[src/rtl/fpga_arm_mem_pkg.sv]
// Shared definitions for the ROM-Flash port logic.
//   ROM_BASE / ROM_SIZE : 1 MB ROM-Flash window at 0x0800_0000
//   ROM_TAG_DEF         : address[31:20] value that selects the ROM
//   arb_state_e         : access sequencer states (IDLE/ACCESS/RESP)
//   owner_e             : which requester owns the current access
//   addr_hits_rom()     : region decode helper
package fpga_arm_mem_pkg;

  localparam logic [31:0] ROM_BASE    = 32'h0800_0000;
  localparam logic [31:0] ROM_SIZE    = 32'h0010_0000;
  localparam logic [11:0] ROM_TAG_DEF = ROM_BASE[31:20];

  typedef enum logic [1:0] {
    ST_IDLE   = 2'd0,
    ST_ACCESS = 2'd1,
    ST_RESP   = 2'd2
  } arb_state_e;

  typedef enum logic {
    OWN_FETCH = 1'b0,
    OWN_DATA  = 1'b1
  } owner_e;

  // The ROM is 1 MB aligned, so the top 12 address bits fully decode it.
  function automatic logic addr_hits_rom(input logic [31:0] addr,
                                         input logic [11:0] tag);
    return (addr[31:20] == tag);
  endfunction

endpackage

[src/rtl/rom_port_prio.sv]
// Winner selection between the fetch and data requesters, plus the streak
// counter that stops a busy data port from starving fetch.
//   clock, reset_n : clock, asynchronous active-low reset
//   idle           : arbiter is in IDLE and may grant this cycle
//   if_req, d_req  : pending requests
//   grant_fetch    : fetch wins this cycle (combinational)
//   grant_data     : data wins this cycle (combinational)
module rom_port_prio #(
  parameter int unsigned MAX_STREAK = 4
) (
  input  logic clock,
  input  logic reset_n,
  input  logic idle,
  input  logic if_req,
  input  logic d_req,
  output logic grant_fetch,
  output logic grant_data
);

  localparam int SW = (MAX_STREAK < 1) ? 1 : $clog2(MAX_STREAK + 1);
  localparam logic [SW-1:0] STREAK_MAX = SW'(MAX_STREAK);

  logic [SW-1:0] streak_reg;
  logic [SW-1:0] streak_next;
  logic          fetch_turn;

  always_comb begin
    // Data normally wins; fetch takes the slot once data has been granted
    // MAX_STREAK times in a row while fetch was waiting.
    fetch_turn  = if_req && (streak_reg == STREAK_MAX);
    grant_data  = idle && d_req && !fetch_turn;
    grant_fetch = idle && if_req && !grant_data;

    streak_next = streak_reg;
    if (idle) begin
      if (!if_req || grant_fetch) begin
        streak_next = '0;
      end else if (grant_data && (streak_reg != STREAK_MAX)) begin
        streak_next = streak_reg + 1'b1;
      end
    end
  end

  always_ff @(posedge clock or negedge reset_n) begin
    if (!reset_n) begin
      streak_reg <= '0;
    end else begin
      streak_reg <= streak_next;
    end
  end

endmodule

[src/rtl/rom_port_arbiter.sv]
// Shares the single ROM-Flash port between the instruction-fetch and the
// data load/store requesters. Each access walks IDLE -> ACCESS -> RESP;
// the memory samples the registered mem_* lines at the end of ACCESS and
// drives read data during the high phase of RESP, which is captured on
// the falling edge. Out-of-region addresses (and writes when ALLOW_WRITE=0)
// are answered with an error without ever touching the memory.
//   clock, reset_n                      : clock, asynchronous active-low reset
//   if_req/if_addr -> if_ready          : fetch request / accept
//   if_rvalid/if_rdata/if_err           : fetch response
//   d_req/d_we/d_addr/d_wdata -> d_ready: data request / accept
//   d_rvalid/d_rdata/d_err              : data response
//   mem_addr/mem_wdata/mem_we/mem_rdata : ROM-Flash port
module rom_port_arbiter
  import fpga_arm_mem_pkg::*;
#(
  parameter logic [11:0] ROM_TAG     = ROM_TAG_DEF,
  parameter int unsigned MAX_STREAK  = 4,
  parameter bit          ALLOW_WRITE = 1'b1
) (
  input  logic        clock,
  input  logic        reset_n,
  input  logic        if_req,
  input  logic [31:0] if_addr,
  output logic        if_ready,
  output logic        if_rvalid,
  output logic [31:0] if_rdata,
  output logic        if_err,
  input  logic        d_req,
  input  logic        d_we,
  input  logic [31:0] d_addr,
  input  logic [31:0] d_wdata,
  output logic        d_ready,
  output logic        d_rvalid,
  output logic [31:0] d_rdata,
  output logic        d_err,
  output logic [31:0] mem_addr,
  output logic [31:0] mem_wdata,
  output logic        mem_we,
  input  logic [31:0] mem_rdata
);

  arb_state_e  state_reg;
  arb_state_e  state_next;
  owner_e      owner_reg;
  logic        err_reg;
  logic        write_reg;
  logic [31:0] capture_reg;

  logic        idle;
  logic        grant_fetch;
  logic        grant_data;
  logic [31:0] sel_addr;
  logic        sel_we;
  logic        accept_err;
  logic [31:0] resp_data;

  assign idle = (state_reg == ST_IDLE);

  rom_port_prio #(
    .MAX_STREAK (MAX_STREAK)
  ) u_prio (
    .clock       (clock),
    .reset_n     (reset_n),
    .idle        (idle),
    .if_req      (if_req),
    .d_req       (d_req),
    .grant_fetch (grant_fetch),
    .grant_data  (grant_data)
  );

  assign if_ready = grant_fetch;
  assign d_ready  = grant_data;

  always_comb begin
    sel_addr   = grant_data ? d_addr : if_addr;
    sel_we     = grant_data && d_we;
    accept_err = !addr_hits_rom(sel_addr, ROM_TAG) || (sel_we && !ALLOW_WRITE);
    // Writes and errors return zero; only clean reads return captured data.
    resp_data  = (write_reg || err_reg) ? 32'h0 : capture_reg;
  end

  always_comb begin
    state_next = state_reg;
    case (state_reg)
      ST_IDLE:   if (grant_fetch || grant_data) state_next = ST_ACCESS;
      ST_ACCESS: state_next = ST_RESP;
      ST_RESP:   state_next = ST_IDLE;
      default:   state_next = ST_IDLE;
    endcase
  end

  always_ff @(posedge clock or negedge reset_n) begin
    if (!reset_n) begin
      state_reg <= ST_IDLE;
      owner_reg <= OWN_FETCH;
      err_reg   <= 1'b0;
      write_reg <= 1'b0;
      mem_addr  <= 32'h0;
      mem_wdata <= 32'h0;
      mem_we    <= 1'b0;
      if_rvalid <= 1'b0;
      if_rdata  <= 32'h0;
      if_err    <= 1'b0;
      d_rvalid  <= 1'b0;
      d_rdata   <= 32'h0;
      d_err     <= 1'b0;
    end else begin
      state_reg <= state_next;
      if_rvalid <= 1'b0;
      d_rvalid  <= 1'b0;
      case (state_reg)
        ST_IDLE: begin
          if (grant_fetch || grant_data) begin
            owner_reg <= grant_data ? OWN_DATA : OWN_FETCH;
            err_reg   <= accept_err;
            write_reg <= sel_we;
            // Error accepts keep the port at its idle values (addr 0 never
            // decodes as ROM), but still take the full three cycles.
            if (!accept_err) begin
              mem_addr  <= sel_addr;
              mem_we    <= sel_we;
              mem_wdata <= sel_we ? d_wdata : 32'h0;
            end
          end
        end
        ST_RESP: begin
          mem_addr  <= 32'h0;
          mem_wdata <= 32'h0;
          mem_we    <= 1'b0;
          if (owner_reg == OWN_DATA) begin
            d_rvalid <= 1'b1;
            d_rdata  <= resp_data;
            d_err    <= err_reg;
          end else begin
            if_rvalid <= 1'b1;
            if_rdata  <= resp_data;
            if_err    <= err_reg;
          end
        end
        default: ;
      endcase
    end
  end

  // mem_rdata is only driven while clock is high in RESP, so sample it on
  // the falling edge in the middle of that cycle.
  always_ff @(negedge clock or negedge reset_n) begin
    if (!reset_n) begin
      capture_reg <= 32'h0;
    end else if ((state_reg == ST_RESP) && !write_reg && !err_reg) begin
      capture_reg <= mem_rdata;
    end
  end

endmodule

[config.mk]
export PLATFORM = sky130hd
export DESIGN_NAME = rom_port_arbiter
export DESIGN_NICKNAME = d
export VERILOG_FILES = /design/src/rtl/fpga_arm_mem_pkg.sv /design/src/rtl/rom_port_prio.sv /design/src/rtl/rom_port_arbiter.sv
export SDC_FILE = /design/constraint.sdc
export NUM_CORES = 1
export LEC_CHECK = 0
export CAP_MARGIN = 10
export CORE_ASPECT_RATIO = 0.9
export CORE_MARGIN = 4
export CORE_UTILIZATION = 35
export CTS_BUF_LIST = sky130_fd_sc_hd__clkbuf_4
export DETAILED_ROUTE_END_ITERATION = 10
export GPL_TIMING_DRIVEN = 0
export PLACE_DENSITY_LB_ADDON = 0.25
export SLEW_MARGIN = 25
export SYNTH_ARGS = -nofsm -noshare
export SYNTH_HDL_FRONTEND = slang
export SYNTH_SLANG_ARGS = --single-unit
[constraint.sdc]
create_clock -name clock -period 2.4 [get_ports clock]
set_clock_uncertainty 0.05 [all_clocks]
set_input_delay 0.48 -clock clock [delete_from_list [all_inputs] [get_ports clock]]
set_output_delay 0.48 -clock clock [all_outputs]
set_load 0.01 [all_outputs]
==> impl_metrics.tcl <==
set metrics [dict create \
    die_x_um 153 \
    clk-insertion-delay-late_ns 0.54 \
    core_region_area_sq_um 18500 \
    wire_per_inst_um 17.8 \
    stdcell_area_sq_um 10200 \
    postPlaceCellArea_sq_um 9680 \
    cts_tree "done" \
    worstSetupStartpointType "flip-flop" \
    cts_buffer_depth 2 \
    nets 991 \
    syn-num-nets 696 \
    worstPathRequired_ns 1.47 \
    via_count 5331 \
    die-area_sq_um 21200 \
    hpwl_um 14700 \
    rrSetupSlack_ns -0.39 \
    crit_fanout 10 \
    slew_headroom 0.536 \
    synth_area_leaders "dfrtp_1 (53%), dfrtn_1 (12%), nand2_1 (6.1%), mux2_2 (5.6%), o21ai_0 (5.2%)" \
    cp.arrival_ns 1.87 \
    crit_type "flip-flop to flip-flop" \
    grt_pass1_wl_um 31100 \
    drc 0 \
    ys_warn_count 0 \
    synth_edf_count 0 \
    num_io_pins 268 \
    cts_sinks 173 \
    n_fill_cell 1672 \
    cts-buffers-inserted 17 \
    register_area_sq_um 4330 \
    status "finished, violations left" \
    rsz0062_at_grt "yes" \
    ant_nets 0 \
    synth_seq_cells 173 \
    fp.dieH_um 139 \
    seq_area_frac_synth 0.653 \
    end_kind "flip-flop" \
    cts_root_buf "clkbuf_4" \
    synth_cells 561 \
    start_util 0.358 \
    dr.pass1.iters 5 \
    synth_top_area_cell "dfrtp_1" \
    violations "hold timing, setup timing" \
    fp-row-count 47 \
    grt_max_degree 90 \
    setup_violations 32 \
    holdWs_ns -0.162 \
    viasPerCell 4.78 \
    ys.flop_type "dfrtp_1" \
    area_growth_pct 54.0 \
    hold_path_class "input port to async pin" \
    cap_violations 0 \
    multi_input_area_sq_um 2200 \
    grt_pass1_vias 5556 \
    track_usage 0.185 \
    syn_area_sq_um 6630 \
    layout-drive-gt1-share 0.125 \
    routabilityCongestion 0.768 \
    drt_iter0_markers 220 \
    fin_tns_setup_ns -11.75 \
    setup_ws_ns -0.395 \
    synthTopCellsByCount "dfrtp_1 (141), nand2_1 (107), o21ai_0 (69)" \
    grt.overflow.total 0 \
    hold_viol 75 \
    synthArstFlopShare 1.00 \
    ir_worst_vdd_v 0.000506 \
    worst_pin_slew_ns 0.693 \
    yosysMostFrequentCell "dfrtp_1" \
    drv_slew 0 \
    synthDistinctLibCells 35 \
    power.density_nw_per_um2 684 \
    io_buffers 267 \
    clk_transition_reported_paths_ns 0.16 \
    antenna_found_initial 1 \
    synth_top_area_frac 0.532 \
    cts.htree.levels 4 \
    p_leak_nw 4.43 \
    avgSynthCellArea_sq_um 11.8 \
    wirelength_um 19800 \
]
## metrics by stage
step	setup WS (ns)	power, mW	hold WS, ns	util	std cells
global placement	-7.36	5.24	0.399	0.521	1073
floorplan	-0.473	4.20	0.134	-	561
CTS	-0.411	7.04	-0.195	0.548	1112
detailed placement	-0.721	5.25	0.405	0.523	1074
global route	-0.467	7.35	-0.183	0.551	1115
finish	-0.395	6.98	-0.162	0.551	1115
## critical path: stages (launching register included)
cell	delay [ns]
dfrtp_1	0.40
nand2b_4	0.15
nor3_4	0.14
buf_12	0.17
buf_12	0.14
mux2_2	0.32
## final cells by class
cell class,count,share of cell area
flip-flops and latches,173,0.424
repair buffers,277,0.275
multi-input cells,343,0.216
well taps,245,0.0300
plain buffers,37,0.0227
clock inverters,13,0.0153
clock buffers,19,0.0140
inverters,7,0.00282
diodes,1,0.000245
## cell families after synthesis
family / after synthesis / share of synthesized area
buffers and inverters: 45 / 0.0325
and+or+nand+nor: 163 / 0.113
muxes: 33 / 0.0561
adders and majority gates: 2 / 0.00377
AOI/OAI and AO/OA: 145 / 0.142
DFF: 173 / 0.653
## worst paths after layout
path	startpoint	end	cells past startpoint
max in group asynchronous	reset_n	capture_reg[16]	2
hold / removal	reset_n	d_rdata[2]	1
setup reg to reg	state_reg[0]	capture_reg[11]	5
setup / recovery	state_reg[0]	capture_reg[11]	5
hold reg to reg	capture_reg[13]	capture_reg[13]	1
min in group clock	capture_reg[13]	capture_reg[13]	1
## report_power, final
| part | internal [mW] | switching (mW) |
|---|---|---|
| sequential | 3.21 | 0.189 |
| combinational | 0.949 | 0.887 |
| clock | 0.666 | 1.08 |
## cell usage in the layout, fill, tap and decap left out, drive strengths merged, types with 7 or more instances in the layout
master         Yosys  routed
nand2            107     107
o21ai             69      69
nor2               8       8
a31o               7       7
clkdlybuf4s50      0     264
buf               16      28
and2              11      11
a21oi             15      15
nand3             20      20
dfrtp            141     141
a22oi             13      13
inv                7      12
clkbuf            22      40
mux2              33      33
dfrtn             32      32
a22o              39      39
## per-layer routing
layer	vias up	track usage	wire length, um
met2	196	0.307	9410
met5	-	0	0
li1	2554	-	-
met4	0	0.0478	255
met3	15	0.0746	1760
met1	2566	0.228	8420
## what timing repair did
action,in CTS,in global routing
setup buffers,6,2
endpoints found under the hold margin,75,75
setup endpoints to repair,34,39
gates resized for setup,30,15
pin swaps,1,0
gates cloned,1,0
Note: power is estimated with default switching activity, not from simulation.
